## src/rtl/uart_tx_arbiter_pkg.sv

```systemverilog
// -----------------------------------------------------------------------------
// uart_tx_arbiter_pkg
//   Shared definitions for the UART transmit arbiter:
//   - state encoding of the arbiter FSM (3-bit, kept as plain constants so
//     legacy code and the bench can probe/compare state values directly)
//   - rr_next(): modular step used by the round-robin picker
// -----------------------------------------------------------------------------
package uart_tx_arbiter_pkg;

   localparam int unsigned STATE_W = 3;

   localparam logic [STATE_W-1:0] ST_IDLE      = 3'd0;
   localparam logic [STATE_W-1:0] ST_SEND      = 3'd1;
   localparam logic [STATE_W-1:0] ST_WAIT_BUSY = 3'd2;
   localparam logic [STATE_W-1:0] ST_WAIT_DONE = 3'd3;
   localparam logic [STATE_W-1:0] ST_RELEASE   = 3'd4;

   // Index reached by stepping k places past base in a ring of n entries.
   function automatic int unsigned rr_next(input int unsigned base,
                                           input int unsigned k,
                                           input int unsigned n);
      return (base + k) % n;
   endfunction

endpackage

```

## src/rtl/uart_tx_arbiter_rr_pick.sv

```systemverilog
// -----------------------------------------------------------------------------
// rr_pick
//   Combinational round-robin picker. Searches last+1, last+2, ... (mod
//   NUM_REQ) and returns the first requesting index.
// Ports
//   req     in   NUM_REQ   request vector (1 = source has data)
//   last    in   IDX_W     index of the previous owner
//   winner  out  IDX_W     chosen index (0 when valid=0)
//   valid   out  1         at least one request present
// -----------------------------------------------------------------------------
module rr_pick
   import uart_tx_arbiter_pkg::*;
#(
   parameter int unsigned NUM_REQ = 2,
   parameter int unsigned IDX_W   = (NUM_REQ > 1) ? $clog2(NUM_REQ) : 1
) (
   input  logic [NUM_REQ-1:0] req,
   input  logic [IDX_W-1:0]   last,
   output logic [IDX_W-1:0]   winner,
   output logic               valid
);

   always_comb begin
      int unsigned idx;
      idx    = 0;
      winner = '0;
      valid  = 1'b0;
      // k runs 1..NUM_REQ so the previous owner is considered last.
      for (int unsigned k = 1; k <= NUM_REQ; k++) begin
         idx = rr_next(32'(last), k, NUM_REQ);
         if (!valid && req[IDX_W'(idx)]) begin
            valid  = 1'b1;
            winner = IDX_W'(idx);
         end
      end
   end

endmodule

```

## src/rtl/uart_tx_arbiter.sv

```systemverilog
// -----------------------------------------------------------------------------
// uart_tx_arbiter
//   Shares one UART transmitter between NUM_REQ FIFO byte sources. A source is
//   chosen round-robin, up to BURST_MAX bytes are sent from it, then the
//   arbiter releases and re-arbitrates. A missing tx_busy response within
//   BUSY_TO cycles sets a sticky error and abandons the grant.
// Ports
//   clk          in   1                rising-edge clock
//   rst          in   1                asynchronous active-high reset
//   req_empty    in   NUM_REQ          per-source FIFO empty flag
//   req_data     in   NUM_REQ*DATA_W   per-source FIFO head, source i at [i*DATA_W +: DATA_W]
//   req_pop      out  NUM_REQ          one-cycle pop to the granted source
//   tx_data      out  DATA_W           byte to UART, held from tx_start until busy falls
//   tx_start     out  1                one-cycle start pulse to UART
//   tx_busy      in   1                UART transmitter busy
//   grant        out  NUM_REQ          one-hot current owner, 0 when idle
//   err_timeout  out  1                sticky busy-timeout flag, cleared by rst only
// -----------------------------------------------------------------------------
module uart_tx_arbiter
   import uart_tx_arbiter_pkg::*;
#(
   parameter int unsigned NUM_REQ   = 2,
   parameter int unsigned DATA_W    = 8,
   parameter int unsigned BURST_MAX = 4,
   parameter int unsigned BUSY_TO   = 16
) (
   input  logic                      clk,
   input  logic                      rst,
   input  logic [NUM_REQ-1:0]        req_empty,
   input  logic [NUM_REQ*DATA_W-1:0] req_data,
   output logic [NUM_REQ-1:0]        req_pop,
   output logic [DATA_W-1:0]         tx_data,
   output logic                      tx_start,
   input  logic                      tx_busy,
   output logic [NUM_REQ-1:0]        grant,
   output logic                      err_timeout
);

   localparam int unsigned IDX_W = (NUM_REQ > 1) ? $clog2(NUM_REQ) : 1;
   localparam int unsigned BC_W  = $clog2(BURST_MAX + 1);
   localparam int unsigned TO_W  = (BUSY_TO > 1) ? $clog2(BUSY_TO + 1) : 1;

   // burst_cnt + 1 < BURST_MAX  <=>  burst_cnt < BURST_MAX - 1
   localparam logic [BC_W-1:0] BURST_LAST = BC_W'(BURST_MAX - 1);
   localparam logic [TO_W-1:0] TO_LAST    = TO_W'(BUSY_TO - 1);

   logic [STATE_W-1:0] state;
   logic [IDX_W-1:0]   last;
   logic [IDX_W-1:0]   g_idx;
   logic [BC_W-1:0]    burst_cnt;
   logic [TO_W-1:0]    to_cnt;

   logic [IDX_W-1:0]   winner;
   logic               pick_valid;
   logic [DATA_W-1:0]  win_data;
   logic [DATA_W-1:0]  own_data;
   logic               own_empty;

   rr_pick #(
      .NUM_REQ (NUM_REQ),
      .IDX_W   (IDX_W)
   ) u_pick (
      .req    (~req_empty),
      .last   (last),
      .winner (winner),
      .valid  (pick_valid)
   );

   // Head byte of the arbitration winner, and head/empty of the current owner.
   // Only the owner's FIFO is looked at while a grant is held.
   always_comb begin
      win_data  = '0;
      own_data  = '0;
      own_empty = 1'b1;
      for (int unsigned i = 0; i < NUM_REQ; i++) begin
         if (winner == IDX_W'(i)) begin
            win_data = req_data[i*DATA_W +: DATA_W];
         end
         if (g_idx == IDX_W'(i)) begin
            own_data  = req_data[i*DATA_W +: DATA_W];
            own_empty = req_empty[i];
         end
      end
   end

   // Start and pop are pure decodes of SEND so they vanish the instant rst rises.
   assign tx_start = (state == ST_SEND);
   assign req_pop  = (state == ST_SEND) ? grant : '0;

   always_ff @(posedge clk or posedge rst) begin
      if (rst) begin
         state       <= ST_IDLE;
         last        <= IDX_W'(NUM_REQ - 1);
         g_idx       <= '0;
         burst_cnt   <= '0;
         to_cnt      <= '0;
         grant       <= '0;
         tx_data     <= '0;
         err_timeout <= 1'b0;
      end else begin
         case (state)
            ST_IDLE: begin
               if (pick_valid && !tx_busy) begin
                  grant     <= NUM_REQ'(1) << winner;
                  g_idx     <= winner;
                  tx_data   <= win_data;
                  burst_cnt <= '0;
                  state     <= ST_SEND;
               end
            end

            ST_SEND: begin
               to_cnt <= '0;
               state  <= ST_WAIT_BUSY;
            end

            ST_WAIT_BUSY: begin
               if (tx_busy) begin
                  state <= ST_WAIT_DONE;
               end else begin
                  to_cnt <= to_cnt + TO_W'(1);
                  if (to_cnt == TO_LAST) begin
                     err_timeout <= 1'b1;
                     state       <= ST_RELEASE;
                  end
               end
            end

            ST_WAIT_DONE: begin
               if (!tx_busy) begin
                  burst_cnt <= burst_cnt + BC_W'(1);
                  if (burst_cnt < BURST_LAST && !own_empty) begin
                     tx_data <= own_data;
                     state   <= ST_SEND;
                  end else begin
                     state <= ST_RELEASE;
                  end
               end
            end

            ST_RELEASE: begin
               last  <= g_idx;
               grant <= '0;
               state <= ST_IDLE;
            end

            default: begin
               state <= ST_IDLE;
            end
         endcase
      end
   end

endmodule

```

## config.mk

```make
export PLATFORM = sky130hd
export DESIGN_NAME = uart_tx_arbiter
export DESIGN_NICKNAME = d
export VERILOG_FILES = /design/src/rtl/uart_tx_arbiter_pkg.sv /design/src/rtl/uart_tx_arbiter_rr_pick.sv /design/src/rtl/uart_tx_arbiter.sv
export SDC_FILE = /design/constraint.sdc
export NUM_CORES = 1
export LEC_CHECK = 0
export ABC_AREA = 1
export ABC_CLOCK_PERIOD_IN_PS = 1700
export CAP_MARGIN = 10
export CORE_MARGIN = 2
export CORE_UTILIZATION = 25
export DETAILED_ROUTE_END_ITERATION = 16
export GPL_TIMING_DRIVEN = 1
export PLACE_DENSITY = 0.51
export REMOVE_ABC_BUFFERS = 1
export SYNTH_ARGS = -nofsm -noshare
export SYNTH_HDL_FRONTEND = slang
export SYNTH_SLANG_ARGS = --single-unit
```

## constraint.sdc

```tcl
create_clock -name clk -period 1.7 [get_ports clk]
set_clock_uncertainty 0.05 [all_clocks]
set_input_delay 0.51 -clock clk [delete_from_list [all_inputs] [get_ports clk]]
set_output_delay 0.51 -clock clk [all_outputs]
set_load 0.005 [all_outputs]
```

==> flow_metrics.tcl <==
set metrics [dict create \
    power_frac_comb_pct 60.9 \
    critical_path_class "flop to output port" \
    htreeDepth 1 \
    via_per_inst 4.52 \
    outcome "finished, final reports clean" \
    clk_latency_ps 280 \
    path_clk_slew_ps 80 \
    rsz0062_at_grt "yes" \
    timing.final.max_slew_violations 0 \
    clock_power_share_pct 11.8 \
    synth.cell_area_um2 1520 \
    ir_drop_v 0.000558 \
    final_nets 302 \
    dieWidth_um 81.9 \
    std_cell_rows 28 \
    post-place-cells 339 \
    crit_chain "inv_2 -> nand3_4 -> nor2_2 -> buf_2" \
    drt_drc_violations_left 0 \
    post-place-ws_ps -278 \
    slew-limit-headroom_pct 73.4 \
    critical_path_peak_fanout 4 \
    initial_core_util_pct 25.7 \
    worstSetupEndpointType "output port" \
    grt_pass1_vias 1554 \
    final-instance-count-excl-fill 352 \
    globalRouteOverflowTotal 0 \
    cts_num_sinks 24 \
    dr.first_iter.drc_count 76 \
    crit_buf_inv 2 \
    clock_tree.buffer_depth 2 \
    hold-worst-slack_ps 428 \
    worst_slew_pin_slew_ps 398 \
    antenna_cells_inserted 0 \
    crit_path_top_delay_cell "dfrtp_1" \
    leakage_uw 0.00126 \
    place_hpwl_um 3000 \
    grt_pass1_wl_um 6960 \
    postSynthRegisterBits 24 \
    fin_crit_share_pct 95.3 \
    reg2reg_slack_ps 80 \
    synthToLayoutAreaGrowth_pct 49.5 \
    clock_tree_from_tritoncts "done" \
    die_h_um 81.9 \
    internal-power_uw 1990 \
    post-route-min-period_ps 1620 \
    worst_ep_arrival_time_ps 1060 \
    post-route-worst-setup-slack_ps 80.7 \
    drive_gt1_share_pct 22.7 \
    number_of_iterations_in_the_first_detailed_routing_pass 4 \
    seq_area_frac_synth_pct 39.7 \
    synth.lib_cells_used.distinct 26 \
    globalplace.congestion 0.801 \
    setup-violations-final 0 \
    critical_path.top_delay_family "flip-flops" \
    kind_of_path_behind_the_tightest_hold_check "flop to flop" \
    cts_inserted_buffers 3 \
    finalHoldViolations 0 \
    detail-route-antenna-nets 0 \
    die_area_um2 6700 \
    maxCapViolCount 0 \
    syn_area_cell_um2 7.11 \
    syn-instance-count 213 \
    fmax_ghz 0.618 \
    cts-root-buf "clkbuf_8" \
    detail_route.wl_per_cell_um 11.9 \
    post-layout-total-power_uw 3450 \
    grt_antenna_before_repair 0 \
    layout.core_utilization_pct 38.5 \
    hold_bufs_inserted_after_cts 0 \
    boundaryPins 35 \
    data_required_time_at_the_worst_endpoint_ps 1140 \
    core_region_area_um2 5890 \
    power_per_cell_area_nw_per_um2 1530 \
    cpPeakStageDelay_ps 390 \
    yosysWarnings 0 \
    portion_of_total_power_attributed_to_sequential_cells_pct 27.3 \
    dr_total_vias 1591 \
    grt_use_total_pct 13.5 \
    wl_um 4180 \
    switching_share_pct 42.3 \
    setup.worst_path.start_class "flop" \
    grt_max_degree 25 \
    buffer_ports.inserted 34 \
    switchingPower_uw 1460 \
]
## flip-flops by register name, indices dropped and copies added (netlist names)
name / cells
grant: 2
g_idx: 1
burst_cnt: 3
tx_data: 8
to_cnt: 5
state: 3
last: 1
err_timeout: 1
## synthesized netlist by cell type, drive strengths merged
master	number	share of area, %
nand2	72	20
nand3	34	12
inv	32	7.9
dfrtp	23	38
nor2	13	3.7
o21ai	11	3.6
o211ai	8	4.0
a21oi	6	2.2
buf	3	1.2
ha	3	2.5
a31o	1	0.58
clkinv	1	0.25
dfstp	1	1.7
nor3	1	0.33
o21a	1	0.50
o21bai	1	0.50
or2	1	0.41
xor2	1	0.58
## through the flow
step                TNS [ps]  area (um^2)
floorplan                  0         1500
global placement       -3430         2110
detailed placement     -3680         2110
CTS                    -18.8         2200
global route           -4.50         2260
finish                     0         2260
## path summary, 6_finish.rpt
check | startpoint | endpoint | cells after the start
max | state[2] | req_pop[1] | 4
max reg2reg | state[1] | tx_data[3] | 11
min in group asynchronous | rst | tx_data[7] | 3
max in group asynchronous | rst | last | 3
min reg2reg | err_timeout | err_timeout | 1
min | err_timeout | err_timeout | 1
## placed cells by master, fill, tap and decap left out, types with 8 or more instances in the layout
master,instances
dfrtp_1,23
buf_4,25
nand2_1,60
o211ai_1,8
dlymetal6s2s_1,9
nand3_1,32
nand2_2,9
inv_1,27
clkdlybuf4s50_1,18
nor2_1,9
o21ai_0,9
## worst register-to-register path: stages (launching register included)
cell,delay [ps]
dfrtp_1,370
inv_2,60
buf_4,130
buf_4,120
buf_4,130
nand2_2,120
buf_6,130
nand2_2,90
nand2_4,120
nand2_4,90
nand2_1,80
nand2_1,50
## per-layer routing
metal	up-vias	track usage, %	part of all wire [%]
met5	-	0	0
met4	0	5.00	1.6
met2	47	22.7	45
met3	7	2.64	5.9
met1	725	17.0	47
li1	812	-	-
## layout make-up
cell class,instances,area (um^2)
clock buffer,4,55.1
sequential,24,602
inverter,33,124
tap,75,93.8
timing repair buffer,62,582
fill,629,3620
multi-input combinational,154,808
## power by group through the flow
stage	Clock (uW)	Combinational (uW)	Sequential (uW)
floorplan	0	1010	1000
global placement	0	1960	946
detailed placement	0	1960	951
CTS	419	2040	945
global route	438	2380	972
finish	407	2100	944
## cell families (layout without fill, tap and decap cells)
logic type / Yosys count / count (layout) / synth area share [%]
xor gates and xnor gates: 1 / 1 / 0.578
buffers and inverters: 36 / 99 / 9.33
adders and majority gates: 3 / 3 / 2.48
AOI/OAI and AO/OA: 28 / 28 / 11.4
and+or+nand+nor: 121 / 122 / 36.5
DFF: 24 / 24 / 39.7
## what timing repair did
action / in CTS / in global routing
endpoints found under the setup margin: 11 / 18
resized for setup: 16 / 20
pin swaps: 0 / 4
hold endpoints to repair: 0 / 0
buffers inserted: 5 / 3
gates cloned: 0 / 1
Note: power is estimated with default switching activity, not from simulation.
